==> config.mk <==
export PLATFORM = sky130hd
export DESIGN_NAME = hmac_msg_streamer
export DESIGN_NICKNAME = d
export VERILOG_FILES = /design/src/rtl/hmac_pkg.sv /design/src/rtl/hmac_msg_buf.sv /design/src/rtl/hmac_msg_streamer.sv
export SDC_FILE = /design/constraint.sdc
export NUM_CORES = 2
export LEC_CHECK = 0
export BUFFER_PORTS_ARGS = -buffer_cell sky130_fd_sc_hd__buf_4
export CAP_MARGIN = 30
export CORE_AREA = 2 2 428 430
export CTS_BUF_LIST = sky130_fd_sc_hd__clkbuf_8
export DETAILED_ROUTE_END_ITERATION = 12
export DIE_AREA = 0 0 430 432
export PLACE_DENSITY = 0.38
export SETUP_SLACK_MARGIN = 0.4
export SYNTH_ARGS = -nofsm -noshare
export SYNTH_HDL_FRONTEND = slang
export SYNTH_SLANG_ARGS = --single-unit
==> constraint.sdc <==
create_clock -name clk_i -period 4.6 [get_ports clk_i]
set_clock_uncertainty 0.15 [all_clocks]
set_input_delay 0.46 -clock clk_i [delete_from_list [all_inputs] [get_ports clk_i]]
set_output_delay 0.46 -clock clk_i [all_outputs]
set_load 0.02 [all_outputs]
==> src/rtl/hmac_pkg.sv <==
// Shared definitions for the HMAC message streamer: state encoding,
// datapath widths and default parameter values.
package hmac_pkg;

    localparam int MSG_W       = 32;
    localparam int MAC_W       = 512;
    localparam int DEF_DEPTH   = 16;
    localparam int DEF_TIMEOUT = 500000;

    typedef enum logic [2:0] {
        ST_IDLE      = 3'd0,
        ST_START     = 3'd1,
        ST_STREAM    = 3'd2,
        ST_WAIT_DONE = 3'd3,
        ST_FINISH    = 3'd4
    } state_e;

endpackage

==> src/rtl/hmac_msg_buf.sv <==
// Message word buffer: one synchronous write port, one combinational
// read port addressed by the streaming index. Contents are not reset.
module hmac_msg_buf
    import hmac_pkg::*;
#(
    parameter int DEPTH = DEF_DEPTH,
    parameter int AW    = $clog2(DEPTH)
) (
    input  logic             clk_i,
    input  logic             we_i,
    input  logic [AW-1:0]    waddr_i,
    input  logic [MSG_W-1:0] wdata_i,
    input  logic [AW-1:0]    raddr_i,
    output logic [MSG_W-1:0] rdata_o
);

    logic [MSG_W-1:0] mem_q [DEPTH];

    // Host write port; the caller gates we_i so the buffer is frozen during a run
    always_ff @(posedge clk_i) begin
        if (we_i) begin
            mem_q[waddr_i] <= wdata_i;
        end
    end

    assign rdata_o = mem_q[raddr_i];

endmodule

==> src/rtl/hmac_msg_streamer.sv <==
// Initiator-side message source for hmac_top: buffers up to DEPTH words,
// pulses start, streams words with valid/ready, waits for the done edge
// and latches the MAC (or reports a timeout / illegal length on err).
module hmac_msg_streamer
    import hmac_pkg::*;
#(
    parameter int          DEPTH   = DEF_DEPTH,
    parameter int          AW      = $clog2(DEPTH),
    parameter int unsigned TIMEOUT = DEF_TIMEOUT
) (
    input  logic             clk_i,
    input  logic             reset_i,
    input  logic             wr_en_i,
    input  logic [AW-1:0]    wr_addr_i,
    input  logic [MSG_W-1:0] wr_data_i,
    input  logic [AW:0]      msg_len_i,
    input  logic             go_i,
    output logic             busy_o,
    output logic             start_hmac_o,
    output logic [MSG_W-1:0] msg_word_o,
    output logic             msg_valid_o,
    output logic             msg_last_o,
    input  logic             msg_ready_i,
    input  logic             hmac_done_i,
    input  logic [MAC_W-1:0] hmac_value_i,
    output logic [MAC_W-1:0] mac_out_o,
    output logic             mac_valid_o,
    output logic             err_o
);

    localparam logic [AW:0] DEPTH_L  = (AW+1)'(DEPTH);
    localparam logic [AW:0] ONE_L    = (AW+1)'(1);
    localparam logic [31:0] TMO_LAST = 32'(TIMEOUT - 1);

    state_e           state_q, state_d;
    logic [AW:0]      idx_q, idx_d;      // one bit wider so len=DEPTH never wraps
    logic [AW:0]      len_q, len_d;
    logic [31:0]      tmo_q, tmo_d;
    logic             done_q;
    logic [MAC_W-1:0] mac_q, mac_d;
    logic             err_q, err_d;
    logic [MSG_W-1:0] rd_data;

    logic len_ok, xfer, is_last, done_rise, tmo_hit;

    assign len_ok    = (msg_len_i != '0) && (msg_len_i <= DEPTH_L);
    assign xfer      = (state_q == ST_STREAM) && msg_ready_i;
    assign is_last   = (idx_q == (len_q - ONE_L));
    assign done_rise = hmac_done_i && !done_q;
    assign tmo_hit   = (tmo_q == TMO_LAST);

    hmac_msg_buf #(
        .DEPTH (DEPTH),
        .AW    (AW)
    ) u_buf (
        .clk_i   (clk_i),
        .we_i    (wr_en_i && (state_q == ST_IDLE)),
        .waddr_i (wr_addr_i),
        .wdata_i (wr_data_i),
        .raddr_i (idx_q[AW-1:0]),
        .rdata_o (rd_data)
    );

    // State register
    always_ff @(posedge clk_i) begin
        if (reset_i) begin
            state_q <= ST_IDLE;
        end else begin
            state_q <= state_d;
        end
    end

    // Next-state logic; a done edge wins over a coincident timeout
    always_comb begin
        state_d = state_q;
        unique case (state_q)
            ST_IDLE:      if (go_i && len_ok) state_d = ST_START;
            ST_START:     state_d = ST_STREAM;
            ST_STREAM:    if (xfer && is_last) state_d = ST_WAIT_DONE;
            ST_WAIT_DONE: begin
                if (done_rise)    state_d = ST_FINISH;
                else if (tmo_hit) state_d = ST_IDLE;
            end
            ST_FINISH:    state_d = ST_IDLE;
            default:      state_d = ST_IDLE;
        endcase
    end

    // Moore outputs decoded from the current state
    always_comb begin
        busy_o       = (state_q != ST_IDLE);
        start_hmac_o = (state_q == ST_START);
        msg_valid_o  = 1'b0;
        msg_last_o   = 1'b0;
        msg_word_o   = '0;
        mac_valid_o  = (state_q == ST_FINISH);
        if (state_q == ST_STREAM) begin
            msg_valid_o = 1'b1;
            msg_last_o  = is_last;
            msg_word_o  = rd_data;
        end
    end

    // Counter, length, MAC and error next-state values
    always_comb begin
        idx_d = idx_q;
        len_d = len_q;
        tmo_d = tmo_q;
        mac_d = mac_q;
        err_d = 1'b0;
        unique case (state_q)
            ST_IDLE: begin
                if (go_i && len_ok) begin
                    len_d = msg_len_i;
                    idx_d = '0;
                end else if (go_i) begin
                    err_d = 1'b1;
                end
            end
            ST_START: tmo_d = '0;
            ST_STREAM: if (xfer) idx_d = idx_q + ONE_L;
            ST_WAIT_DONE: begin
                if (done_rise) begin
                    mac_d = hmac_value_i;
                end else if (tmo_hit) begin
                    err_d = 1'b1;
                end
                if (tmo_q != '1) tmo_d = tmo_q + 32'd1;
            end
            default: ;
        endcase
    end

    // Datapath registers; done history samples every cycle so a level
    // already high on WAIT_DONE entry is never mistaken for an edge
    always_ff @(posedge clk_i) begin
        if (reset_i) begin
            idx_q  <= '0;
            len_q  <= '0;
            tmo_q  <= '0;
            done_q <= 1'b0;
            mac_q  <= '0;
            err_q  <= 1'b0;
        end else begin
            idx_q  <= idx_d;
            len_q  <= len_d;
            tmo_q  <= tmo_d;
            done_q <= hmac_done_i;
            mac_q  <= mac_d;
            err_q  <= err_d;
        end
    end

    assign mac_out_o = mac_q;
    assign err_o     = err_q;

endmodule

After elaboration in Yosys (flattened, before gate mapping)
Memory sizes are Yosys's and may differ from the RTL's. A register that Yosys moved wholly into a read port is not among the register bits.
Index checks and enable logic that the tools add are counted.
- flip-flop bits (word level): 559
- latch bits: 0
- bits in writable memories: 512
- memory bits (read-only): 0
- output and inout port bits: 550
- logic and storage cells: 63
- memories: 1
- memory list (name ; words ; width ; rd ports ; clocked after memory_dff ; wr ports ; RTL line ; RTL):
    u_buf.mem_q ; 16 ; 32 ; 1 ; 1 ; 1 ; hmac_msg_buf.sv:17 ; logic [MSG_W-1:0] mem_q [DEPTH];
- add/sub/neg operators: 3
- $mul: 0
- divide/modulo/power cells: 0
- $lt $le $gt $ge: 1
- eq/ne operators: 12
- shift-type cells: 0
- muxes and demuxes: 22
- bitwise operators: 0
- reductions and logical operators: 17
- operator list (kind ; number):
    32-bit 2-to-1 mux ; 2
    32-bit one-hot mux with 2 select lines ; 1
    32-bit by 1-bit adder with 32-bit output (second input constant) ; 1
    32-bit by 19-bit == test with 1-bit output (second input constant) ; 1
    32-bit != test (second input constant) ; 1
    3-bit 2-to-1 mux ; 4
    3-bit one-hot mux with 4 select lines ; 1
    5-bit 2-to-1 mux ; 2
    5-bit one-hot mux with 2 select lines ; 1
    1-bit 2-to-1 mux ; 8
    4-bit 2-to-1 mux ; 2
    3-bit by 2-bit == test with 1-bit output (second input constant) ; 2
    1-bit logical AND ; 6
    2-bit != test (second input constant) ; 3
    2-bit AND reduction ; 3
    3-bit AND reduction ; 2
    5-bit by 1-bit adder with 5-bit output (second input constant) ; 1
    5-bit == test ; 1
    5-bit <= comparator (second input constant) ; 1
    5-bit nonzero test ; 1
    5-bit by 1-bit subtractor with 5-bit output (second input constant) ; 1
    2-bit nonzero test ; 2
    3-bit by 1-bit == test with 1-bit output (second input constant) ; 1
    3-bit == test (second input constant) ; 1
    6 further kinds ; 6

Logic depth before layout (Yosys ltp)
- word-level depth: 7
- gate-level depth with buffers: 8
- gate-level depth less buffers: 7

By module
From an unflattened synthesis, not the netlist that was laid out.
- cells, all modules: 3394
- area total of the unflattened synthesis: 39536.7 um2
- by module, submodules not included (module ; times used ; cells each ; area an instance (um2)):
    hmac_msg_streamer ; 1 ; 2588 ; 20342.0
    hmac_msg_buf ; 1 ; 806 ; 19194.7

Worst setup path before layout
OpenSTA, ideal clock, no wires.
- kind: register to register
- start point: register state_q[2]
- end point: memory u_buf.mem_q[0][0] (enable)
- library setup time: 461 ps
- arrival time: 3456 ps
- data required time: 3989 ps
- path slack: 532 ps
- cell stages (with the launch flop): 5
- buffers on the path: 0
- clock period less this slack: 4068 ps
- cells stage by stage: dfxtp_1 > nor3_1 > nand2_1 > or3_1 > nor3_1
- longest elaborated chain between the ends: 4
- RTL lines (item ; RTL line ; RTL):
    from (decl) ; hmac_msg_streamer.sv:35 ; state_e state_q, state_d;
    from (signal assigned) ; hmac_msg_streamer.sv:69 ; state_q <= state_d;
    3-bit logical NOT ; hmac_msg_streamer.sv:57 ; .we_i (wr_en_i && (state_q == ST_IDLE)),
    1-bit logical AND ; hmac_msg_streamer.sv:57 ;
    1-bit 2-to-1 mux ; hmac_msg_buf.sv:21 ; if (we_i) begin
    1-bit 2-to-1 mux (implied by the code) ; hmac_msg_buf.sv:22 ; mem_q[waddr_i] <= wdata_i;
    to (decl) ; hmac_msg_buf.sv:17 ;
Every way passes these cells.

==> results.md <==
* Relative slew margins at 0.319
* Synth cell types at a little under 50
* Post-synth top cells: nand2_1, dfxtp_1, a21oi_1, edfxtp_1, clkbuf_1
* Final worst slack at roughly 600 ps
* Die outline height at approximately 430 microns
* Worst hold path depth at 4
* Worst-margin pin slew at roughly 1000 ps
* GPL Wtd Cong at 0.934
* Pre-CTS setup slack at roughly 1300 ps
* Tightest Hold Check Type: primary input to flip-flop
* Die width at 430 microns
* Hold Path End: mac_out_o[467]
* Synth Register Bits at ~1100
* Hold Startpoint: hmac_value_i[467]
* Capture point of the worst reg-to-reg path: u_buf.mem_q[15][8]
* Final hold viol count at 0
* Clk Latency, worst-skew pair at between 900 and 1000 ps
* CTS tree: built
* First-pass GRT wire length at approximately 280 mm
* Vias in the first global route at 33867
* Fraction of layout instances using a drive strength above 1 at 0.310
* Starting DRT DRC Count at 2572
* Total GRT Usage at 0.220
* Max cap viols at 0
* Final Cycle Share at 0.866
* Placed Cells at ~6600
* Final core utilization at 0.337
* WP data arrival at approximately 3400 ps
* R2R Path Start: state_q[1]
* Int Power at between 15 and 20 mW
* Total number of yosys warnings at 0
* Site row count at around 160
* Crit end category: primary output
* Crit-path cells: buf_4 > mux4_2 > mux4_2 > and2_1 > buf_4
* Power share of the sequential group at 0.491
* Slew Limit Fails at 0
* Status: finished, final reports clean
* Hpwl dp at 156 mm
* Most frequent cell after synthesis: nand2_1
* Post-Route WL at 212 mm
* Count of input and output buffers at ~1100
* Maximum clock insertion buffer count at 3
* Via/cell ratio at 4.39
* Leak at between 20 and 25 nW
* Setup TNS at 0 ps
* Post-route ant nets at 0
* H-Tree Level Count at 4
* Seq/Total Area, Yosys at 0.677
* Clk sink count at ~1100
* Largest incremental delay on the critical path at 640 ps
* Fmax at around 250 MHz
* Worst hold margin at ~160 ps
* Startpoint types: flip-flop
* Design area at slightly above 60000 sq um
* Switching share of power at 0.243
* Syn Area/Cell at between 10 and 15 sq um
* Net switching power at about 5 mW
* Synth Flop Type: dfxtp_1
* Non-filler cells, final at between 7000 and 8000
* Asr flop ratio synth at 0
* DR vias at between 30000 and 40000
* Clock root buffer: clkbuf_8
* Synthesized cell area at 39400 sq um
* Comb power frac at 0.062
* Per-cell routed wire length at 27.6 microns
* Post-synth EDFFs at between 500 and 600
* Pwr Total at around 21 mW
* Post-Syn Instances at 3309
* DP Area at a little over 50000 sq um
* Crit Path Category: flip-flop to primary output
* Synthesis-to-layout area growth at 55.6%
* Reg-to-reg slack, setup at between 1000 and 1500 ps
* Final setup fails at 0
* Critical-path top delay cell: dfxtp_4
* Peak supply drop at approximately 0.00022 V
* FF-to-FF path depth at 6
* Power density over cell area at approximately 340 nW/um^2
* Clock Power Share at 0.447
* RSZ-0062 raised after global routing: no
* Initial core utilization at 0.217
* Num ports at between 1000 and 1500
* Core area at about 180000 sq um
* Minimum clock period after layout at between 3000 and 4000 ps
* Drt first pass iters at 5
* Worst-path fanout max at 31
* Top cells by area, synth: edfxtp_1, dfxtp_1, nand2_1
* Worst-path clk slew at 70 ps
* Grt total ovfl at 0
* Final Net Count at roughly 5700
* Dominant cell type by area after synthesis: edfxtp_1
* Initial antenna violation count at 67
* CP Data Required Time at approximately 4000 ps
* DRC violations left at 0
* Synth top area share at 0.391
* Die Area at 186000 sq um
* Largest net degree at the start of global routing at roughly 180
* CTS Buf Count at 199
* Post-Syn Nets at about 3900
[layout make-up]
cell class	instances	area, sq um
timing repair buffer	1836	15700
tap	2385	2980
clock buffer	228	3140
fill	18628	120000
multi-input combinational	2006	12000
antenna	19	47.5
sequential	1075	26700
inverter	6	22.5
clock inverter	132	746
[placed cells by master (no fill, tap or decap), types with 21 or more instances in the layout]
master | synthesis | layout
a21oi_1 | 543 | 543
and2_1 | 38 | 38
buf_4 | 0 | 1158
clkbuf_8 | 0 | 228
clkinv_2 | 0 | 21
dfxtp_1 | 563 | 559
dlygate4sd3_1 | 0 | 658
edfxtp_1 | 512 | 512
inv_1 | 6 | 82
mux4_2 | 160 | 160
nand2_1 | 1062 | 1062
nor2_1 | 35 | 23
[repair_timing]
action	4_1_cts	5_1_grt
resized for setup	1	0
hold buffers	658	0
buffers inserted	4	0
hold endpoints to repair	1146	0
endpoints found under the setup margin	26	0
[power groups by stage]
stage | Clock, mW | Combinational (mW) | Sequential (mW)
floorplan | 0 | 0.173 | 10.3
global placement | 0 | 0.800 | 10.3
detailed placement | 0 | 0.804 | 10.3
CTS | 9.53 | 1.30 | 10.1
global route | 9.90 | 1.34 | 10.1
finish | 9.19 | 1.29 | 10.1
[sequential cells by signal, summed over array words and instances, names as in the netlist, named ones only]
signal and cells:
done_q 1, tmo_q 32, len_q 5, err_o 1
u_buf.mem_q 512, idx_q 5, state_q 3, mac_out_o 512
[critical path, delay by kind of cell (launching register included)]
kind / cells / cell delay, ps
flops: 1 / 640
simple gates: 1 / 230
mux: 2 / 840
buf+inv: 2 / 680
[kinds of logic (layout without fill, tap and decap cells)]
kind of cell	after synthesis	in the layout	synth area share
xor gates and xnor gates	14	14	0.00312
buffers and inverters	228	2202	0.0220
and+or+nand+nor	1243	1243	0.128
other	0	19	0
AOI/OAI and AO/OA	584	584	0.0766
DFF	1075	1075	0.677
muxes	162	162	0.0921
adders and majority gates	3	3	0.000954
[metal layers]
metal	routed length, microns	track usage	vias up	part of all wire
met5	34	0	-	0.00016
met4	11500	0.115	6	0.054
met3	16400	0.0690	391	0.078
met2	103000	0.366	1241	0.48
met1	81200	0.252	16750	0.38
li1	-	-	15357	-
[worst max path at each step]
stage,from,to,slack (ps),cells past startpoint
after floorplan,state_q[2],u_buf.mem_q[0][0],530,4
after global placement,flip-flop,msg_word_o[28],1300,5
after detailed placement,flip-flop,msg_word_o[7],1290,5
after CTS,flip-flop,msg_word_o[6],440,5
after global routing,flip-flop,msg_word_o[6],410,5
final,flip-flop,msg_word_o[6],620,5
Power figures use the tool's default switching activity.
